**src/rtl/led_sched_pkg.sv**
```systemverilog
// Shared types and constants for the LED pattern scheduler.
package led_sched_pkg;

  typedef enum logic [1:0] {IDLE, ON, OFF, GAP} state_t;

  localparam logic [1:0]  LED_OFF = 2'b11;
  localparam int unsigned BLINK_W = 4;
  localparam int unsigned MASK_W  = 2;

  function automatic int unsigned max3(input int unsigned a, input int unsigned b,
                                       input int unsigned c);
    int unsigned m;
    m = (a > b) ? a : b;
    return (m > c) ? m : c;
  endfunction

endpackage

```
**src/rtl/led_sched_rr_arbiter.sv**
```systemverilog
// Combinational round-robin arbiter: first set req bit at or after ptr, wrapping.
module rr_arbiter #(
  parameter  int unsigned N  = 4,
  localparam int unsigned IW = (N > 1) ? $clog2(N) : 1
) (
  input  logic [N-1:0]  req,
  input  logic [IW-1:0] ptr,
  input  logic          en,
  output logic [N-1:0]  gnt,
  output logic [IW-1:0] winner
);

  int unsigned   k;
  logic          found;
  logic [IW-1:0] cand;

  always_comb begin
    gnt    = '0;
    winner = '0;
    found  = 1'b0;
    k      = 0;
    cand   = '0;
    for (int unsigned i = 0; i < N; i++) begin
      k    = (32'(ptr) + i) % N;
      cand = IW'(k);
      if (en && !found && req[cand]) begin
        found     = 1'b1;
        gnt[cand] = 1'b1;
        winner    = cand;
      end
    end
  end

endmodule

```
**src/rtl/led_sched.sv**
```systemverilog
// Round-robin LED pattern scheduler with tick-based blink sequencer and idle heartbeat.
module led_sched
  import led_sched_pkg::*;
#(
  parameter int unsigned NUM_REQ     = 4,
  parameter int unsigned TICK_DIV    = 50000,
  parameter int unsigned ON_TICKS    = 150,
  parameter int unsigned OFF_TICKS   = 150,
  parameter int unsigned SOLID_TICKS = 1000,
  parameter int unsigned HB_TICKS    = 500
) (
  input  logic                        clk,
  input  logic                        reset,
  input  logic [NUM_REQ-1:0]          req,
  input  logic [MASK_W*NUM_REQ-1:0]   req_mask,
  input  logic [BLINK_W*NUM_REQ-1:0]  req_blinks,
  output logic [NUM_REQ-1:0]          grant,
  output logic [NUM_REQ-1:0]          done,
  output logic                        busy,
  output logic [1:0]                  led
);

  localparam int unsigned IW    = (NUM_REQ > 1) ? $clog2(NUM_REQ) : 1;
  localparam int unsigned DIV_W = $clog2(TICK_DIV + 1);
  localparam int unsigned PH_W  = $clog2(max3(ON_TICKS, OFF_TICKS, SOLID_TICKS) + 1);
  localparam int unsigned HB_W  = $clog2(HB_TICKS + 1);

  state_t               state;
  logic [IW-1:0]        ptr;
  logic [IW-1:0]        cur_idx;
  logic [MASK_W-1:0]    cur_mask;
  logic [BLINK_W-1:0]   blink_cnt;
  logic [DIV_W-1:0]     tick_cnt;
  logic [PH_W-1:0]      phase;
  logic [HB_W-1:0]      hb_cnt;
  logic                 hb_lvl;

  logic [MASK_W-1:0]    mask_arr  [NUM_REQ];
  logic [BLINK_W-1:0]   blink_arr [NUM_REQ];
  logic [NUM_REQ-1:0]   arb_gnt;
  logic [IW-1:0]        arb_winner;
  logic                 tick;
  logic                 expire;
  logic                 hb_wrap;
  logic                 hb_next;

  for (genvar g = 0; g < NUM_REQ; g++) begin : g_unpack
    assign mask_arr[g]  = req_mask[MASK_W*g +: MASK_W];
    assign blink_arr[g] = req_blinks[BLINK_W*g +: BLINK_W];
  end

  rr_arbiter #(.N(NUM_REQ)) u_arb (
    .req    (req),
    .ptr    (ptr),
    .en     (state == IDLE),
    .gnt    (arb_gnt),
    .winner (arb_winner)
  );

  always_comb begin
    tick    = (tick_cnt == DIV_W'(TICK_DIV - 1));
    expire  = tick && (phase == PH_W'(1));
    hb_wrap = tick && (hb_cnt == HB_W'(HB_TICKS - 1));
    hb_next = hb_wrap ? ~hb_lvl : hb_lvl;
  end

  always_ff @(posedge clk) begin
    if (reset) begin
      state     <= IDLE;
      ptr       <= '0;
      cur_idx   <= '0;
      cur_mask  <= '0;
      blink_cnt <= '0;
      tick_cnt  <= '0;
      phase     <= '0;
      hb_cnt    <= '0;
      hb_lvl    <= 1'b1;
      led       <= LED_OFF;
      grant     <= '0;
      done      <= '0;
      busy      <= 1'b0;
    end else begin
      grant    <= '0;
      done     <= '0;
      tick_cnt <= tick ? '0 : tick_cnt + DIV_W'(1);
      unique case (state)
        IDLE: begin
          if (tick) begin
            hb_cnt <= hb_wrap ? '0 : hb_cnt + HB_W'(1);
            hb_lvl <= hb_next;
          end
          led <= {1'b1, hb_next};
          // Grant overrides the heartbeat drive; the divider restarts so ON is tick-exact.
          if (|arb_gnt) begin
            grant     <= arb_gnt;
            cur_idx   <= arb_winner;
            cur_mask  <= mask_arr[arb_winner];
            blink_cnt <= blink_arr[arb_winner];
            ptr       <= (arb_winner == IW'(NUM_REQ - 1)) ? '0 : arb_winner + IW'(1);
            phase     <= (blink_arr[arb_winner] == '0) ? PH_W'(SOLID_TICKS) : PH_W'(ON_TICKS);
            tick_cnt  <= '0;
            led       <= ~mask_arr[arb_winner];
            busy      <= 1'b1;
            state     <= ON;
          end
        end
        ON: begin
          if (expire) begin
            led   <= LED_OFF;
            phase <= PH_W'(OFF_TICKS);
            if (blink_cnt == '0) begin
              done[cur_idx] <= 1'b1;
              state         <= GAP;
            end else begin
              state <= OFF;
            end
          end else if (tick) begin
            phase <= phase - PH_W'(1);
          end
        end
        OFF: begin
          if (expire) begin
            blink_cnt <= blink_cnt - BLINK_W'(1);
            if (blink_cnt == BLINK_W'(1)) begin
              phase         <= PH_W'(OFF_TICKS);
              done[cur_idx] <= 1'b1;
              state         <= GAP;
            end else begin
              phase <= PH_W'(ON_TICKS);
              led   <= ~cur_mask;
              state <= ON;
            end
          end else if (tick) begin
            phase <= phase - PH_W'(1);
          end
        end
        GAP: begin
          if (expire) begin
            led   <= {1'b1, hb_lvl};
            busy  <= 1'b0;
            state <= IDLE;
          end else if (tick) begin
            phase <= phase - PH_W'(1);
          end
        end
        default: state <= IDLE;
      endcase
    end
  end

endmodule

```
**config.mk**
```make
export PLATFORM = sky130hd
export DESIGN_NAME = led_sched
export DESIGN_NICKNAME = d
export VERILOG_FILES = /design/src/rtl/led_sched_pkg.sv /design/src/rtl/led_sched_rr_arbiter.sv /design/src/rtl/led_sched.sv
export SDC_FILE = /design/constraint.sdc
export NUM_CORES = 1
export LEC_CHECK = 0
export CAP_MARGIN = 20
export CORE_MARGIN = 2
export CORE_UTILIZATION = 54
export DETAILED_ROUTE_END_ITERATION = 8
export PLACE_DENSITY = 0.77
export REMOVE_ABC_BUFFERS = 1
export SETUP_SLACK_MARGIN = 0.05
export SKIP_CTS_REPAIR_TIMING = 1
export SYNTH_ARGS = -nofsm -noshare
export SYNTH_HDL_FRONTEND = slang
export SYNTH_SLANG_ARGS = --single-unit
```
**constraint.sdc**
```tcl
create_clock -name clk -period 3.75 [get_ports clk]
set_input_delay 0.75 -clock clk [delete_from_list [all_inputs] [get_ports clk]]
set_output_delay 0.75 -clock clk [all_outputs]
set_load 0.03 [all_outputs]
```
# Yosys cells after proc, flatten, opt, wreduce, memory -nomap -nowiden
# Cells that the tools add are included.
[word_totals]
reg_bits = 59
input_bits = 30
out_inout_bits = 11
wordCells = 158
[op_classes]
n_addsub = 8
n_lt_le_gt_ge = 11
n_eq_ne = 14
n_mux = 71
bitwise_logic = 9
reduce_logical = 32
[ops]
columns = ["op", "n"]
rows = [
  ["10-bit 2-to-1 mux", 5],
  ["16-bit 2-to-1 mux", 3],
  ["4-bit 2-to-1 mux", 12],
  ["2-bit 2-to-1 mux", 17],
  ["10-bit case mux with 3 select lines", 1],
  ["16-bit by 1-bit adder with 16-bit output, second input constant", 1],
  ["16-bit equality test, second input constant", 1],
  ["1-bit 2-to-1 mux", 16],
  ["2-bit case mux with 4 select lines", 2],
  ["4-bit case mux with 2 select lines", 2],
  ["2-bit by 3-bit < comparator with 1-bit output, second input constant", 5],
  ["1-bit logical AND", 14],
  ["2-bit inequality test, second input constant", 6],
  ["4-bit bitwise OR", 3],
  ["1-bit demux with 2-bit select", 5],
  ["10-bit by 1-bit equality test with 1-bit output, second input constant", 1],
  ["2-bit by 1-bit >= comparator with 1-bit output, second input constant", 5],
  ["10-bit by 1-bit subtractor with 10-bit output, second input constant", 1],
  ["9-bit by 1-bit adder with 9-bit output, second input constant", 1],
  ["9-bit equality test, second input constant", 1],
  ["9-bit 2-to-1 mux", 1],
  ["1-bit binary-select mux with 2-bit select", 4],
  ["4-bit binary-select mux with 2-bit select", 1],
  ["4-bit logical NOT", 2],
  ["other kinds (21)", 35],
]

# Logic depth before layout (Yosys ltp)
# Gate-level depths: netlist of the first run.
[logic_depth]
ltp_word = 24
depth_mapped = 13
mapped_depth_nobuf = 10

# Hierarchy
# A second synthesis of the first run with hierarchy kept.
[hier_totals]
hier_cells = 445
hier_area_um2 = 3814.9
[modules_own_cells]
columns = ["module", "instances", "cells_each", "area_per_inst_um2", "seq_area_each_um2"]
rows = [
  ["led_sched", 1, 382, 3283.1, 1181.1],
  ["rr_arbiter", 1, 63, 531.8, 0.0],
]

# Worst setup path before layout of the first run
# OpenSTA, ideal clock, no wires.
[synth_path]
path_kind = "reg-to-reg"
from = "register ptr[0]"
to = "register phase[4]"
setup_time_ns = 0.117
t_arrival_ns = 3.196
required_time_ns = 3.633
path_slack_ns = 0.437
path_stages_with_launch = 14
path_buffers = 3
synth_period_minus_slack_ns = 3.313
path_cell_list = "dfxtp_1 -> buf_6 -> clkbuf_1 -> inv_1 -> ha_1 -> mux2_2 -> nor2b_1 -> o2111ai_1 -> and2_1 -> buf_2 -> and3_1 -> a2bb2oi_1 -> nand4_2 -> a32o_1"
[synth_via]
elab_chain_len = 24
elab_cells_between_ends = 66
classes_between = "add/sub (3); order compare (8); eq/ne (1); mux (33); bitwise (4); reduce/logical (17)"
[synth_rtl]
columns = ["item", "line_no", "source"]
rows = [
  ["start, declared", "led_sched.sv:29", "logic [IW-1:0] ptr;"],
  ["start signal, assigned", "led_sched.sv:99", "ptr <= (arb_winner == IW'(NUM_REQ - 1)) ? '0 : arb_winner + IW'(1);"],
  ["1-bit binary-select mux with 2-bit select", "led_sched_rr_arbiter.sv:26", "if (en && !found && req[cand]) begin"],
  ["1-bit 2-to-1 mux (not written as such)", "led_sched_rr_arbiter.sv:26", ""],
  ["1-bit logical AND", "led_sched_rr_arbiter.sv:26", ""],
  ["1-bit 2-to-1 mux", "led_sched_rr_arbiter.sv:26", ""],
  ["1-bit logical NOT", "led_sched_rr_arbiter.sv:26", ""],
  ["1-bit logical AND (2 in series)", "led_sched_rr_arbiter.sv:26", ""],
  ["1-bit 2-to-1 mux", "led_sched_rr_arbiter.sv:26", ""],
  ["1-bit logical NOT", "led_sched_rr_arbiter.sv:26", ""],
  ["[6 not listed]", "-", ""],
  ["2-bit 2-to-1 mux", "led_sched_rr_arbiter.sv:26", ""],
  ["2-bit inverter with 3-bit output (not written as such)", "led_sched.sv:100", "phase <= (blink_arr[arb_winner] == '0) ? PH_W'(SOLID_TICKS) : PH_W'(ON_TICKS);"],
  ["4-bit binary-select mux with 2-bit select", "led_sched.sv:100", ""],
  ["4-bit 2-to-1 mux (not written as such) (2 in series)", "led_sched.sv:100", ""],
  ["4-bit logical NOT", "led_sched.sv:100", ""],
  ["10-bit 2-to-1 mux", "led_sched.sv:100", ""],
  ["10-bit 2-to-1 mux", "led_sched.sv:94", "if (|arb_gnt) begin"],
  ["10-bit case mux with 3 select lines", "led_sched.sv:86", "unique case (state)"],
  ["end signal, assigned", "led_sched.sv:100", ""],
  ["end signal, assigned", "led_sched.sv:110", "phase <= PH_W'(OFF_TICKS);"],
  ["end signal, assigned", "led_sched.sv:118", "phase <= phase - PH_W'(1);"],
  ["end, declared", "led_sched.sv:34", "logic [PH_W-1:0] phase;"],
]
# Parallel ways exist; a longest one is shown, timed or not. The select of a mux whose other input is x is not followed.
# A chain may end at the register's enable or synchronous reset.

# Worst setup path after layout of the first run
[layout_path]
from = "input req[2]"
to = "register phase[0]"
[layout_via]
elab_chain_len = 19
elab_cells_between_ends = 31
classes_between = "eq/ne (1); mux (15); bitwise (3); reduce/logical (12)"
[layout_rtl]
columns = ["item", "line_no", "source"]
rows = [
  ["start, declared", "led_sched.sv:14", "input logic [NUM_REQ-1:0] req,"],
  ["1-bit binary-select mux with 2-bit select", "led_sched_rr_arbiter.sv:26", ""],
  ["1-bit 2-to-1 mux (not written as such)", "led_sched_rr_arbiter.sv:26", ""],
  ["1-bit logical AND", "led_sched_rr_arbiter.sv:26", ""],
  ["1-bit 2-to-1 mux", "led_sched_rr_arbiter.sv:26", ""],
  ["1-bit logical NOT", "led_sched_rr_arbiter.sv:26", ""],
  ["1-bit logical AND (2 in series)", "led_sched_rr_arbiter.sv:26", ""],
  ["1-bit 2-to-1 mux", "led_sched_rr_arbiter.sv:26", ""],
  ["1-bit logical NOT", "led_sched_rr_arbiter.sv:26", ""],
  ["1-bit logical AND (2 in series)", "led_sched_rr_arbiter.sv:26", ""],
  ["1-bit 2-to-1 mux", "led_sched_rr_arbiter.sv:26", ""],
  ["1-bit logical NOT", "led_sched_rr_arbiter.sv:26", ""],
  ["1-bit logical AND (2 in series)", "led_sched_rr_arbiter.sv:26", ""],
  ["4-bit 2-to-1 mux *", "led_sched_rr_arbiter.sv:26", ""],
  ["4-bit OR reduction *", "led_sched.sv:94", ""],
  ["2-bit inequality test (no line) *", "-", ""],
  ["2-bit AND reduction (no line) *", "-", ""],
]
# Every way passes the cells marked *; elsewhere a longest branch is shown, timed or not. The select of a mux whose other input is x is not followed.

==> impl_table.tex, run 1 <==
\begin{tabular}{lr}
\hline
Metric & Value \\
\hline
\multicolumn{2}{l}{\textbf{Detailed routing}} \\
Overall via count from detail\_route & 3,556 \\
Number of DRC markers in iteration 0 & around 310 \\
Routed vias/inst & between 6 and 7 \\
Routed length per placed instance & about 16 um \\
Detailed-router iteration count before antenna repair & 7 \\
Final routed DRC violation total & 0 \\
Post-route antenna net violation count & 0 \\
Final WL & just over 9000 um \\
\multicolumn{2}{l}{\textbf{STA}} \\
Slew headroom & around half \\
Worst clock skew on the final layout & 0.00570 ns \\
Final Max Tran Viols & 0 \\
Count of endpoints failing setup in the final report & 0 \\
Peak Freq & between 200 and 300 MHz \\
RSZ-0062 raised after global routing & no \\
Measured slew at the worst slew-check pin & about 0.73 ns \\
Period utilisation layout & 90.5\% \\
Post-layout minimum cycle time & around 3.4 ns \\
Hold violation total from the final report & 0 \\
Total negative slack for setup checks & 0 ns \\
\multicolumn{2}{l}{\textbf{Clocking}} \\
Clock latency at the later pin of the worst-skew pair & between 0.3 and 0.4 ns \\
H-tree level count & 3 \\
CTS buffer count & 9 \\
Maximum clock path buffer count & 2 \\
Root cell of the clock tree & sky130\_fd\_sc\_hd\_\_clkbuf\_8 \\
Clock-pin slew on the worst setup and hold paths & $\sim$0.06 ns \\
Number of clock sinks & between 50 and 60 \\
CTS tree & built \\
\multicolumn{2}{l}{\textbf{Global routing}} \\
First-pass GRT wire length & roughly 15,000 um \\
Total overflow reported by the global router & 0 \\
Maximum number of pins on one net before global-route repair & 31 \\
Number of antenna violations at the first check in global routing & 0 \\
Vias in the first global route & approximately 3,300 \\
Overall track demand over capacity in global routing & between 20\% and 30\% \\
\multicolumn{2}{l}{\textbf{Logic synthesis}} \\
Yosys Warn Count & 0 \\
Count of mapped cells out of synthesis & around 450 \\
Share of flip-flops with an asynchronous set or reset after synthesis & 0\% \\
Biggest area contributors in the synthesized netlist & sky130\_fd\_sc\_hd\_\_dfxtp\_1 32\%, sky130\_fd\_sc\_hd\_\_ha\_1 6.7\%, sky130\_fd\_sc\_hd\_\_nor2\_1 5.1\% \\
Number of enable-type register cells in the synthesized netlist & 0 \\
\#FFs+latches synth & just under 60 \\
Combined area of all synthesized cells & 0.00372 mm\^{}2 \\
Post-synthesis sequential area ratio & 31.7\% \\
Most common flop cell mapped by yosys & sky130\_fd\_sc\_hd\_\_dfxtp\_1 \\
Count of unique library cells instantiated by Yosys & 58 \\
Dominant cell type by area after synthesis & sky130\_fd\_sc\_hd\_\_dfxtp\_1 \\
Top cell type's share of synthesized area & approximately a third \\
Post-synthesis average cell area & 8.21 um\^{}2 \\
\multicolumn{2}{l}{\textbf{Cells and area}} \\
Finished layout cell area & $\sim$0.0045 mm\^{}2 \\
Proportion of layout cells with a drive suffix above 1 & about a tenth \\
Number of inserted diodes & 0 \\
Number of nets in the final layout & approximately 550 \\
Signed area change from the synthesized netlist to the final layout & 19.9\% \\
Filler cells & 558 \\
\multicolumn{2}{l}{\textbf{Placement}} \\
Port Buf Inserts & 40 \\
Area of placed instances & 0.00423 mm\^{}2 \\
Detailed-placement wirelength estimate & 6590 um \\
Gpl congestion & about 0.93 \\
\multicolumn{2}{l}{\textbf{Die}} \\
Starting Density & 55.4\% \\
Row count & 30 \\
Core region area & 0.00672 mm\^{}2 \\
Number of top-level design ports & just over 40 \\
Full die area & 0.00757 mm\^{}2 \\
Die Span X & just under 90 um \\
Die Y & 87.0 um \\
\multicolumn{2}{l}{\textbf{Pwr}} \\
Pwr dens & approximately 790 mW/mm\^{}2 \\
Largest voltage drop on the vdd net & between 0.4 and 0.5 mV \\
Final Total Pwr & between 3 and 4 mW \\
Static leakage & about 1.6 nW \\
\multicolumn{2}{l}{\textbf{Setup path}} \\
Critical Path AT & around 3.7 ns \\
Maximum fanout count along the critical path & 12 \\
Kind of launch point of the worst setup path & input port \\
Nature of the critical path endpoint & register \\
Worst EP required & 4.01 ns \\
Crit path kind & input port to register \\
\multicolumn{2}{l}{\textbf{Outcome}} \\
Status & completed \\
\multicolumn{2}{l}{\textbf{Min path}} \\
Worst min-delay path class & register to register \\
\multicolumn{2}{l}{\textbf{Run}} \\
\# Max-Cap Violations & 0 \\
\hline
\end{tabular}
-- state kept, by name, summed over array words and instances (netlist names) --
| signal | cells |
|---|---|
| cur_mask | 2 |
| done | 4 |
| tick_cnt | 16 |
| led | 2 |
| grant | 4 |
| ptr | 2 |
| cur_idx | 2 |
| busy | 1 |
| hb_cnt | 9 |
| hb_lvl | 1 |
| phase | 10 |
| blink_cnt | 4 |
| state | 2 |
-- per-stage QoR --
step | cells | hold slack, ns | worst slack [ns] | util (%)
global route | 582 | 0.457 | 0.181 | 66.4
CTS | 582 | 0.447 | 0.412 | 66.4
finish | 582 | 0.439 | 0.357 | 66.4
detailed placement | 566 | 0.437 | 0.0606 | 63.0
floorplan | 433 | 0.413 | 0.316 | -
global placement | 566 | 0.422 | 0.151 | 63.0
-- cell usage after synthesis, types with 3 or more instances --
cell type / number
sky130_fd_sc_hd__ha_1: 20
sky130_fd_sc_hd__nand2b_1: 4
sky130_fd_sc_hd__a32o_1: 5
sky130_fd_sc_hd__nor2_1: 51
sky130_fd_sc_hd__a21oi_1: 25
sky130_fd_sc_hd__clkbuf_1: 13
sky130_fd_sc_hd__o211ai_1: 7
sky130_fd_sc_hd__o21ai_0: 20
sky130_fd_sc_hd__mux2i_1: 12
sky130_fd_sc_hd__mux4_2: 3
sky130_fd_sc_hd__nand4_1: 14
sky130_fd_sc_hd__xor2_1: 16
sky130_fd_sc_hd__nand3_1: 21
sky130_fd_sc_hd__nand2_1: 44
sky130_fd_sc_hd__inv_1: 17
sky130_fd_sc_hd__a2bb2oi_1: 3
sky130_fd_sc_hd__a311oi_1: 3
sky130_fd_sc_hd__o22ai_1: 4
sky130_fd_sc_hd__nand3b_1: 4
sky130_fd_sc_hd__a211o_1: 3
sky130_fd_sc_hd__a31oi_1: 8
sky130_fd_sc_hd__a211oi_1: 5
sky130_fd_sc_hd__mux2_2: 7
sky130_fd_sc_hd__and3_1: 8
sky130_fd_sc_hd__nor3_1: 17
sky130_fd_sc_hd__buf_2: 4
sky130_fd_sc_hd__xnor2_1: 10
sky130_fd_sc_hd__dfxtp_1: 59
-- placed cells by master (no fill, tap or decap), types with 4 or more instances in the layout --
cell	instances
sky130_fd_sc_hd__clkdlybuf4s50_1	40
sky130_fd_sc_hd__o21ai_0	20
sky130_fd_sc_hd__nand4_1	14
sky130_fd_sc_hd__xnor2_1	10
sky130_fd_sc_hd__inv_1	17
sky130_fd_sc_hd__a31oi_1	8
sky130_fd_sc_hd__a211oi_1	5
sky130_fd_sc_hd__mux2i_1	12
sky130_fd_sc_hd__buf_4	12
sky130_fd_sc_hd__ha_1	20
sky130_fd_sc_hd__nand3b_1	4
sky130_fd_sc_hd__o22ai_1	4
sky130_fd_sc_hd__clkbuf_8	11
sky130_fd_sc_hd__mux2_2	7
sky130_fd_sc_hd__o211ai_1	7
sky130_fd_sc_hd__nor3_1	17
sky130_fd_sc_hd__nor2_1	51
sky130_fd_sc_hd__and3_1	8
sky130_fd_sc_hd__a21oi_1	25
sky130_fd_sc_hd__a32o_1	5
sky130_fd_sc_hd__xor2_1	16
sky130_fd_sc_hd__nand2_1	44
sky130_fd_sc_hd__dfxtp_1	59
sky130_fd_sc_hd__nand2b_1	4
sky130_fd_sc_hd__nand3_1	21
-- where the power goes --
group	internal [mW]	switching [mW]	total (mW)	leakage [nW]
Combinational	0.815	1.22	2.04	1.03
Sequential	0.741	0.0856	0.827	0.481
Clock	0.409	0.241	0.650	0.113
-- critical path: stages --
cell	delay, ns
sky130_fd_sc_hd__clkdlybuf4s50_1	0.59
sky130_fd_sc_hd__mux4_2	0.64
sky130_fd_sc_hd__or3_4	0.42
sky130_fd_sc_hd__a31oi_1	0.19
sky130_fd_sc_hd__a21oi_1	0.10
sky130_fd_sc_hd__nand4_2	0.15
sky130_fd_sc_hd__o21ai_2	0.16
sky130_fd_sc_hd__or4_1	0.50
sky130_fd_sc_hd__a21oi_1	0.15
-- final timing paths --
kind | start | endpoint | slack, ns | cells after the start
max | req[2] | phase[0] | 0.36 | 9
min | tick_cnt[0] | tick_cnt[0] | 0.44 | 1
max reg2reg | tick_cnt[12] | phase[6] | 0.57 | 8
min reg2reg | tick_cnt[0] | tick_cnt[0] | 0.44 | 1
-- cells by family (layout without fill, tap and decap cells) --
| family | after synthesis | count (layout) | share of synthesized area, % |
|---|---|---|---|
| and+or+nand+nor | 191 | 191 | 26.6 |
| AOI/OAI and AO/OA | 98 | 98 | 17.3 |
| DFF | 59 | 59 | 31.7 |
| buffers and inverters | 37 | 86 | 4.37 |
| xor gates and xnor gates | 26 | 26 | 6.12 |
| muxes | 22 | 22 | 7.16 |
| adders and majority gates | 20 | 20 | 6.72 |
-- cell type report --
cell class	count	area, um^2	share of cell area (%)
sequential	59	1180	26.5
timing repair buffer	53	510	11.4
clock buffer	12	155	3.48
multi-input combinational	357	2380	53.3
inverter	17	63.8	1.43
clock inverter	4	72.6	1.63
tap	80	100	2.24
-- routing by layer --
layer	global-route usage (%)	up-vias	wire, um	part of all wire, %
met5	0	-	0	0
met1	32.0	1682	4090	45
met2	42.1	122	4440	49
li1	-	1738	-	-
met3	4.74	14	443	4.9
met4	8.24	0	142	1.6
No activity file was read; power rests on OpenSTA's default activity.
==> inputs of run 2 (changes only) <==
--- a/config.mk
+++ b/config.mk
@@ -12,7 +12,6 @@
 export PLACE_DENSITY = 0.77
 export REMOVE_ABC_BUFFERS = 1
 export SETUP_SLACK_MARGIN = 0.05
-export SKIP_CTS_REPAIR_TIMING = 1
 export SYNTH_ARGS = -nofsm -noshare
 export SYNTH_HDL_FRONTEND = slang
 export SYNTH_SLANG_ARGS = --single-unit
==> results of run 2 <==
The final DEF is identical to that of run 1; final timing and power are the same.
